[src/rtl/ase_c1_write_responder.sv]
// rtl/ase_c1_write_responder.sv - CCI-P C1 write/fence responder with in-order latency-gated response FIFO
module ase_c1_write_responder #(
    parameter int FIFO_DEPTH_BASE2 = 5,
    parameter int RESP_LATENCY     = 8,
    parameter int ALMFULL_MARGIN   = 4
) (
    input  logic         clk,
    input  logic         rst_n,
    input  logic         c1tx_valid,
    input  logic [73:0]  c1tx_hdr,
    input  logic [511:0] c1tx_data,
    output logic         c1tx_almfull,
    input  logic         c1rx_stall,
    output logic         wr_mem_valid,
    output logic [41:0]  wr_mem_addr,
    output logic [511:0] wr_mem_data,
    output logic         c1rx_valid,
    output logic [27:0]  c1rx_hdr,
    output logic         err_protocol
);
    localparam int DEPTH = 1 << FIFO_DEPTH_BASE2;
    localparam int PTR_W = FIFO_DEPTH_BASE2;
    localparam int CNT_W = FIFO_DEPTH_BASE2 + 1;
    localparam logic [7:0] LAT = 8'(RESP_LATENCY);
    localparam logic [CNT_W-1:0] ALMFULL_TH = CNT_W'(DEPTH - ALMFULL_MARGIN);
    localparam logic [CNT_W-1:0] FULL_CNT   = CNT_W'(DEPTH);
    localparam logic [3:0] RT_WRLINE_I  = 4'd3;
    localparam logic [3:0] RT_WRLINE_M  = 4'd4;
    localparam logic [3:0] RT_WRFENCE   = 4'd5;
    localparam logic [3:0] RT_WR_RSP    = 4'd2;
    localparam logic [3:0] RT_FENCE_RSP = 4'd4;
    localparam logic [0:0] ST_IDLE  = 1'b0;
    localparam logic [0:0] ST_MULTI = 1'b1;

    logic [1:0]  tx_vc, tx_len;
    logic        tx_sop;
    logic [3:0]  tx_rt;
    logic [41:0] tx_addr;
    logic [15:0] tx_mdata;
    logic        unused_hdr_bits;

    assign tx_vc    = c1tx_hdr[73:72];
    assign tx_sop   = c1tx_hdr[71];
    assign tx_len   = c1tx_hdr[69:68];
    assign tx_rt    = c1tx_hdr[67:64];
    assign tx_addr  = c1tx_hdr[57:16];
    assign tx_mdata = c1tx_hdr[15:0];
    assign unused_hdr_bits = ^{c1tx_hdr[70], c1tx_hdr[63:58]};

    logic [0:0]  state_q, state_d;
    logic [1:0]  beat_q, beat_d, len_q, len_d, vc_q, vc_d;
    logic [41:0] base_q, base_d;
    logic [15:0] mdata_q, mdata_d;
    logic        wr_valid_q, rx_valid_q, almfull_q, err_q;
    logic [41:0] wr_addr_q;
    logic [511:0] wr_data_q;
    logic [27:0] rx_hdr_q;
    logic [7:0]  ts_q;

    logic [27:0] hdr_mem [DEPTH];
    logic [7:0]  ts_mem  [DEPTH];
    logic [PTR_W-1:0] rd_q, wr_q;
    logic [CNT_W-1:0] count_q, count_d;
    logic [DEPTH-1:0] ripe_q, ripe_d;

    logic        is_write, is_fence, misaligned;
    logic        push, do_push, pop, wr_fire, err_set;
    logic [27:0] push_hdr;
    logic [41:0] wr_addr_n;
    logic [7:0]  head_age;

    function automatic logic [27:0] mk_rsp(input logic [1:0] vc, input logic [1:0] len,
                                           input logic [3:0] rt, input logic [15:0] md);
        logic [1:0] vu;
        vu = (vc == 2'd0) ? 2'd1 : vc;
        return {vu, 1'b0, 1'b0, (len != 2'd0), 1'b0, len, rt, md};
    endfunction

    assign is_write   = (tx_rt == RT_WRLINE_I) || (tx_rt == RT_WRLINE_M);
    assign is_fence   = (tx_rt == RT_WRFENCE);
    assign misaligned = ((tx_len == 2'd1) && tx_addr[0]) || ((tx_len == 2'd3) && (tx_addr[1:0] != 2'd0));

    always_comb begin
        state_d   = state_q;
        beat_d    = beat_q;
        base_d    = base_q;
        len_d     = len_q;
        mdata_d   = mdata_q;
        vc_d      = vc_q;
        push      = 1'b0;
        push_hdr  = '0;
        wr_fire   = 1'b0;
        wr_addr_n = '0;
        err_set   = 1'b0;
        if (c1tx_valid) begin
            if (!is_write && !is_fence) begin
                err_set = 1'b1;
            end else if (state_q == ST_MULTI && is_write && !tx_sop) begin
                // Continuation beats take their address from the packet base, not the header
                wr_fire   = 1'b1;
                wr_addr_n = base_q + {40'd0, beat_q};
                if (beat_q == len_q) begin
                    push     = 1'b1;
                    push_hdr = mk_rsp(vc_q, len_q, RT_WR_RSP, mdata_q);
                    state_d  = ST_IDLE;
                end else begin
                    beat_d = beat_q + 2'd1;
                end
            end else begin
                if (state_q == ST_MULTI) begin
                    err_set = 1'b1;
                    state_d = ST_IDLE;
                end
                if (is_fence) begin
                    if (state_q == ST_IDLE) begin
                        push     = 1'b1;
                        push_hdr = mk_rsp(tx_vc, 2'd0, RT_FENCE_RSP, tx_mdata);
                    end
                end else if (!tx_sop || (tx_len == 2'd2) || misaligned) begin
                    err_set = 1'b1;
                end else begin
                    wr_fire   = 1'b1;
                    wr_addr_n = tx_addr;
                    if (tx_len == 2'd0) begin
                        push     = 1'b1;
                        push_hdr = mk_rsp(tx_vc, 2'd0, RT_WR_RSP, tx_mdata);
                    end else begin
                        state_d = ST_MULTI;
                        beat_d  = 2'd1;
                        base_d  = tx_addr;
                        len_d   = tx_len;
                        mdata_d = tx_mdata;
                        vc_d    = tx_vc;
                    end
                end
            end
        end
    end

    // Ripe bits latch once an entry has aged enough, so a long stall cannot wrap its age back below the latency
    always_comb begin
        head_age = ts_q - ts_mem[rd_q];
        do_push  = push && (count_q != FULL_CNT);
        pop      = (count_q != '0) && !c1rx_stall && (ripe_q[rd_q] || (head_age >= LAT));
        case ({do_push, pop})
            2'b10:   count_d = count_q + CNT_W'(1);
            2'b01:   count_d = count_q - CNT_W'(1);
            default: count_d = count_q;
        endcase
        ripe_d = ripe_q;
        for (int i = 0; i < DEPTH; i++) begin
            if (do_push && (wr_q == PTR_W'(i))) begin
                ripe_d[i] = 1'b0;
            end else if (8'(ts_q - ts_mem[i]) >= LAT) begin
                ripe_d[i] = 1'b1;
            end
        end
    end

    always_ff @(posedge clk) begin
        if (do_push) begin
            hdr_mem[wr_q] <= push_hdr;
            ts_mem[wr_q]  <= ts_q;
        end
    end

    always_ff @(posedge clk or negedge rst_n) begin
        if (!rst_n) begin
            state_q    <= ST_IDLE;
            beat_q     <= '0;
            base_q     <= '0;
            len_q      <= '0;
            mdata_q    <= '0;
            vc_q       <= '0;
            wr_valid_q <= 1'b0;
            wr_addr_q  <= '0;
            wr_data_q  <= '0;
            rx_valid_q <= 1'b0;
            rx_hdr_q   <= '0;
            almfull_q  <= 1'b0;
            err_q      <= 1'b0;
            ts_q       <= '0;
            rd_q       <= '0;
            wr_q       <= '0;
            count_q    <= '0;
            ripe_q     <= '0;
        end else begin
            state_q    <= state_d;
            beat_q     <= beat_d;
            base_q     <= base_d;
            len_q      <= len_d;
            mdata_q    <= mdata_d;
            vc_q       <= vc_d;
            wr_valid_q <= wr_fire;
            wr_addr_q  <= wr_fire ? wr_addr_n : '0;
            wr_data_q  <= wr_fire ? c1tx_data : '0;
            rx_valid_q <= pop;
            rx_hdr_q   <= pop ? hdr_mem[rd_q] : '0;
            almfull_q  <= (count_d >= ALMFULL_TH);
            err_q      <= err_q | err_set | (push && !do_push);
            ts_q       <= ts_q + 8'd1;
            rd_q       <= pop ? rd_q + PTR_W'(1) : rd_q;
            wr_q       <= do_push ? wr_q + PTR_W'(1) : wr_q;
            count_q    <= count_d;
            ripe_q     <= ripe_d;
        end
    end

    assign c1tx_almfull = almfull_q;
    assign wr_mem_valid = wr_valid_q;
    assign wr_mem_addr  = wr_addr_q;
    assign wr_mem_data  = wr_data_q;
    assign c1rx_valid   = rx_valid_q;
    assign c1rx_hdr     = rx_hdr_q;
    assign err_protocol = err_q;
endmodule

[config.mk]
export PLATFORM = sky130hd
export DESIGN_NAME = ase_c1_write_responder
export DESIGN_NICKNAME = d
export VERILOG_FILES = /design/src/rtl/ase_c1_write_responder.sv
export SDC_FILE = /design/constraint.sdc
export NUM_CORES = 2
export LEC_CHECK = 0
export BUFFER_PORTS_ARGS = -buffer_cell sky130_fd_sc_hd__buf_4
export CORE_MARGIN = 5
export CORE_UTILIZATION = 35
export DETAILED_ROUTE_END_ITERATION = 7
export GPL_ROUTABILITY_DRIVEN = 0
export MAX_ROUTING_LAYER = met4
export PLACE_DENSITY = 0.56
export SYNTH_ARGS = -nofsm -noshare
export SYNTH_HDL_FRONTEND = slang
export SYNTH_SLANG_ARGS = --single-unit
export TNS_END_PERCENT = 10
[constraint.sdc]
create_clock -name clk -period 6.8 [get_ports clk]
set_input_delay 1.02 -clock clk [delete_from_list [all_inputs] [get_ports clk]]
set_output_delay 1.02 -clock clk [all_outputs]
set_load 0.02 [all_outputs]
# Yosys cells after proc, flatten, opt, wreduce, memory -nomap -nowiden
# Memories as Yosys holds them, arrays and structs flattened.
# Index checks and enable logic that the tools add are counted.
# word_totals
reg_bits,707
ram_bits,1152
elab_cells,388
n_memories,2
# classes
addsub,40
magnitude_cmp,35
n_eq_ne,46
n_mux,116
bitwise,7
n_reduce_logical,93
# memory_table
memory,words,word_bits,rd,rd_ports_with_merged_regs,write_ports,line,source
hdr_mem,32,28,1,0,1,60,logic [27:0] hdr_mem [DEPTH];
ts_mem,32,8,33,0,1,61,logic [7:0] ts_mem [DEPTH];
# ops
operator,n
$mux W512,1
$ge A8 B4 Y1 const B,33
$sub A8 B8 Y8,33
$mux W28,9
$mux W42,6
$mux W1,91
$eq A5 B5 Y1 const B,16
$reduce_bool A2 Y1,34
$add A42 B2 Y42,1
$logic_and A1 B1 Y1,41
$eq A5 B4 Y1 const B,8
$eq A5 B3 Y1 const B,4
$mux W2,7
$pmux W6 S2,1
$reduce_and A6 Y1,2
$add A5 B1 Y5 const B,2
$eq A5 B2 Y1 const B,2
$add A8 B1 Y8 const B,1
$eq A4 B3 Y1 const B,2
$add A6 B1 Y6 const B,1
$eq A2 B2 Y1 const B,3
$ge A6 B5 Y1 const B,1
$logic_not A2 Y1,3
$lt A5 B6 Y1 const B,1
17 further kinds,34

# Logic depth before layout (Yosys ltp)
# logic_depth
word_depth,13
ltp_mapped,28
mapped_depth_nobuf,23

# Worst setup path after synthesis
# Ideal clock, no wire load.
# synth_path
kind,reg2reg
startpoint,register rd_q[0]
endpoint,"register almfull_q, in the netlist c1tx_almfull"
arrival_ps,5923
required_ps,6731
setup_slack_ps,809
path_stages_with_launch,28
cell_sequence,dfrtp_1 buf_6 buf_12 buf_2 buf_2 buf_2 clkbuf_1 mux4_2 mux4_2 mux2i_1 ha_1 nor2b_1 o21ai_0 a21oi_1 o41ai_1 xnor3_1 a21o_1 buf_6 inv_2 ha_1 ha_1 a21o_1 a21oi_1 o21bai_1 a21oi_1 xnor2_1 or3_1 nand3_1
# synth_between
elab_chain_len,8
word_cells_on_any_way,11
classes_between,add/sub: 1; order compare: 2; eq/ne: 2; mux: 3; reduce/logical: 2; memory: 1
# synth_lines
item,line,source
start: declaration,62,"logic [PTR_W-1:0] rd_q, wr_q;"
start signal: assignment,202,rd_q <= pop ? rd_q + PTR_W'(1) : rd_q;
$mem_v2 Z32 W8,n/a,
$sub A8 B8 Y8,142,head_age = ts_q - ts_mem[rd_q];
$ge A8 B4 Y1,144,pop = (count_q != '0) && !c1rx_stall && (ripe_q[rd_q] || (head_age >= LAT));
$logic_or A1 B1 Y1 (*),144,
$logic_and A1 B1 Y1 (*),144,
net pop,67,"logic push, do_push, pop, wr_fire, err_set;"
$eq A2 B1 Y1 / $eq A2 B2 Y1 (equally long branches),145,"case ({do_push, pop})"
$pmux W6 S2 (*),145,
$ge A6 B5 Y1 (*),199,almfull_q <= (count_d >= ALMFULL_TH);
end signal: assignment,199,
end: declaration,54,"logic wr_valid_q, rx_valid_q, almfull_q, err_q;"
# Mark *: on every way through the listed nets, which the timed path passes. The rest lies on a longest branch. The select of a mux whose other input is x is not followed.
# A chain may end at the register's enable or synchronous reset.

# Worst setup path in the final report
# layout_path
startpoint,register rd_q[1]
endpoint,"register almfull_q, in the netlist c1tx_almfull"
# The elaborated chain is that of the path after synthesis.

==> metrics.md <==
| Metric | Value |
|---|---|
| Status | finished clean |
| Worst-case clock buffer depth | 3 |
| CP max-delay cell | dfrtp_4 |
| Commonest non-fill, non-tap cell in the layout | buf_4 |
| Cell Count, Final, Fillers Out | 9163 |
| Yosys cell types | 72 |
| Port Buf Inserts | 1163 |
| Final setup fails | 0 |
| EDFF count, synth | approximately 990 |
| Ys async rst share | 41.4% |
| Worst-path clk slew | 0.06 ns |
| H-Tree Level Count | 4 |
| Pin count of the biggest net entering global routing | 158 |
| Core ar. | 207000 sq um |
| Pleak | 0.0396 uW |
| Total Die Area | 218000 sq um |
| First-pass GRT wire length | about 450000 um |
| Final setup skew | 0.0400 ns |
| Die Ht | 467 um |
| Leading cell types in the layout, fill and taps excluded | buf_4, edfxtp_1, dfrtp_1 |
| Ys flop type | edfxtp_1 |
| CTS tree | yes |
| Avg Synthesized Cell Area | 15.3 sq um |
| Pwr dens | 291 nW/um^2 |
| Final setup TNS | 0 ns |
| Placed Cells | roughly 8700 |
| Sequential Area | 47400 sq um |
| Final Hold Fails | 0 |
| Routed len/inst | about 37 um |
| Pre-Repair DR Iteration Count | 5 |
| Register area share after synthesis | ~65% |
| Vias/cell | 5.33 |
| I/O pin count | roughly 1200 |
| Pins Over Slew Limit | 0 |
| GR Overflow Total | 0 |
| Fillers | 18700 |
| Min Tclk post-route | just over 6 ns |
| Initial DRC count | 4511 |
| Crit Path Class | reg -> reg |
| CP top delay family | compound AO/OA/AOI/OAI gates |
| FMAX | 0.164 GHz |
| Post CTS Setup Buffer Count | 0 |
| Initial Util | 35.3% |
| Tot Pwr | around 27000 uW |
| Vias in the first global route | 48600 |
| YS warnings | 0 |
| Slew headroom | between 10% and 20% |
| Num CTS Buffers | ~190 |
| Sink Count | 1694 |
| Number of max-cap violations | 0 |
| Initial antenna violation count | 109 |
| Area occupied by multi-input gates | 24400 sq um |
| Crit path buffers/inverters | 2 |
| Post-DP HPWL | 251000 um |
| RSZ-0062 raised after global routing | no |
| HP Class | in -> async |
| Post-cts sizing count | 0 |
| Crit path arrival time | a little under 7 ns |
| Slew @ Worst Pin | ~1.2 ns |
| Routed Antenna Nets | 0 |
| VDD IR max | around 350 uV |
| CP endpoint kind | register |
| Die W | 467 um |
| Aggregate global-route resource usage | 31.5% |
| Synth-to-layout area growth | 27.0% |
| Startpoint type of the worst setup path | register |
| Share of post-route cells with drive strength above 1 | 32.9% |
| Drt total wl | about 340000 um |
| CP required | 7.55 ns |
| DRC | 0 |
| Slowest cell delay on critical path | 0.78 ns |
| Mapped cell area | around 73000 sq um |
| Vias post-DR | 48900 |
| Crit path max fanout | 28 |
| Synth Instances | 4792 |
| Clk_lat worst skew | between 0.8 and 0.9 ns |
| Tcrit/Tclk final | 89.5% |
| Critical path, cell by cell | buf_4 > mux4_2 > mux4_2 > mux2i_1 > ha_1 > nor2b_1 > o21ai_0 > a21oi_1 > o41ai_1 > xnor3_1 > a21o_1 > inv_2 > ha_1 > ha_1 > a21o_1 > a21oi_1 > o21bai_1 > a21oi_1 > xnor2_1 > or3_1 > nand3_1 |
| Final Net Count | 6954 |
| Clk root buf | clkbuf_16 |
| Flops & latches, synth | 1694 |
| Hold Buf Count CTS | 0 |
| Rows | 167 |
-- power breakdown --
part / switching, uW / total (uW) / leakage, uW / internal [uW]
Sequential: 349 / 11400 / 0.0196 / 11100
Clock: 4470 / 10800 / 0.00315 / 6300
Combinational: 2570 / 4830 / 0.0169 / 2260
Total: 7390 / 27000 / 0.0396 / 19600
-- metal layers --
metal / track usage (%) / vias to the layer above / wire [um]
li1: - / 20400 / -
met1: 36.5 / 25500 / 127000
met2: 44.6 / 2427 / 146000
met3: 16.1 / 548 / 40800
met4: 16.4 / 0 / 22200
met5: - / - / 0
-- path summary, 6_finish.rpt --
check	startpoint	to	slack, ns	depth (start not counted)
setup / recovery	rd_q[1]$_DFFE_PN0P_	c1tx_almfull$_DFF_PN0_	0.71	21
hold / removal	rst_n	wr_mem_data[206]$_DFF_PN0_	0.17	1
setup reg to reg	rd_q[1]$_DFFE_PN0P_	c1tx_almfull$_DFF_PN0_	0.71	21
hold reg to reg	mdata_q[11]$_DFFE_PN0P_	mdata_q[11]$_DFFE_PN0P_	0.51	1
max in group asynchronous	rst_n	mdata_q[12]$_DFFE_PN0P_	4.94	3
min in group clk	c1tx_data[116]	wr_mem_data[116]$_DFF_PN0_	0.39	2
-- stage by stage --
stage	worst slack, ns	util [%]	hold slack [ns]	instance area, sq um
final	0.713	44.8	0.167	92900
after global placement	0.732	41.5	0.488	86100
after CTS	0.723	44.6	0.208	92600
after detailed placement	0.744	41.5	0.489	86100
after floorplan	0.809	-	0.468	73200
after global routing	0.360	44.8	0.204	92900
-- kinds of logic after synthesis --
family | Yosys count | synth area share (%)
xor+xnor | 125 | 1.52
mux | 444 | 11.6
fa+ha+maj | 281 | 5.16
flops | 1694 | 64.7
compound gates | 623 | 5.87
simple gates | 1182 | 8.74
buf+inv | 442 | 2.40
other cells | 1 | 0.00513
-- layout make-up --
type	instances	share of cell area, %
repair buffers	1277	10.5
diodes	136	0.366
inverters	264	1.07
multi-input cells	2660	26.3
clock buffers	251	5.62
flip-flops and latches	1694	51.0
well taps	2788	3.75
clock inverters	93	1.40
-- worst register-to-register path, stage by stage, from the launching register on --
cell and delay [ns]:
dfrtp_4 0.78, buf_4 0.35, mux4_2 0.36, mux4_2 0.53, mux2i_1 0.25, ha_1 0.28, nor2b_1 0.13, o21ai_0 0.28
a21oi_1 0.13, o41ai_1 0.36, xnor3_1 0.45, a21o_1 0.25, inv_2 0.15, ha_1 0.28, ha_1 0.26, a21o_1 0.15
a21oi_1 0.24, o21bai_1 0.10, a21oi_1 0.20, xnor2_1 0.09, or3_1 0.33, nand3_1 0.09
-- synth_stat cells (26+ instances only) --
cell type | number | area, sq um
buf_2 | 34 | 170
o21a_1 | 135 | 1010
edfxtp_1 | 992 | 29800
mux2i_1 | 46 | 460
fa_1 | 35 | 701
nand2_1 | 162 | 608
o21ai_0 | 71 | 355
inv_1 | 262 | 983
mux2_2 | 84 | 946
ha_1 | 246 | 3080
nand3_1 | 43 | 215
xor2_1 | 27 | 236
nor2_1 | 206 | 773
xnor2_1 | 97 | 850
dfrtp_1 | 702 | 17600
nor2b_1 | 63 | 394
and2_1 | 514 | 3220
nor3_1 | 87 | 435
nand2b_1 | 26 | 163
mux4_2 | 312 | 7030
a31oi_1 | 41 | 257
clkbuf_1 | 117 | 439
a21oi_1 | 160 | 801
-- registers in the layout (all words and copies together) (netlist names), 5 cells and up --
register,cells
mdata_q,16
rd_q,5
c1rx_hdr,23
ts_mem,256
wr_q,5
ts_q,8
wr_mem_data,512
hdr_mem,736
wr_mem_addr,42
base_q,42
count_q,6
ripe_q,32
No activity file was read; power rests on OpenSTA's default activity.
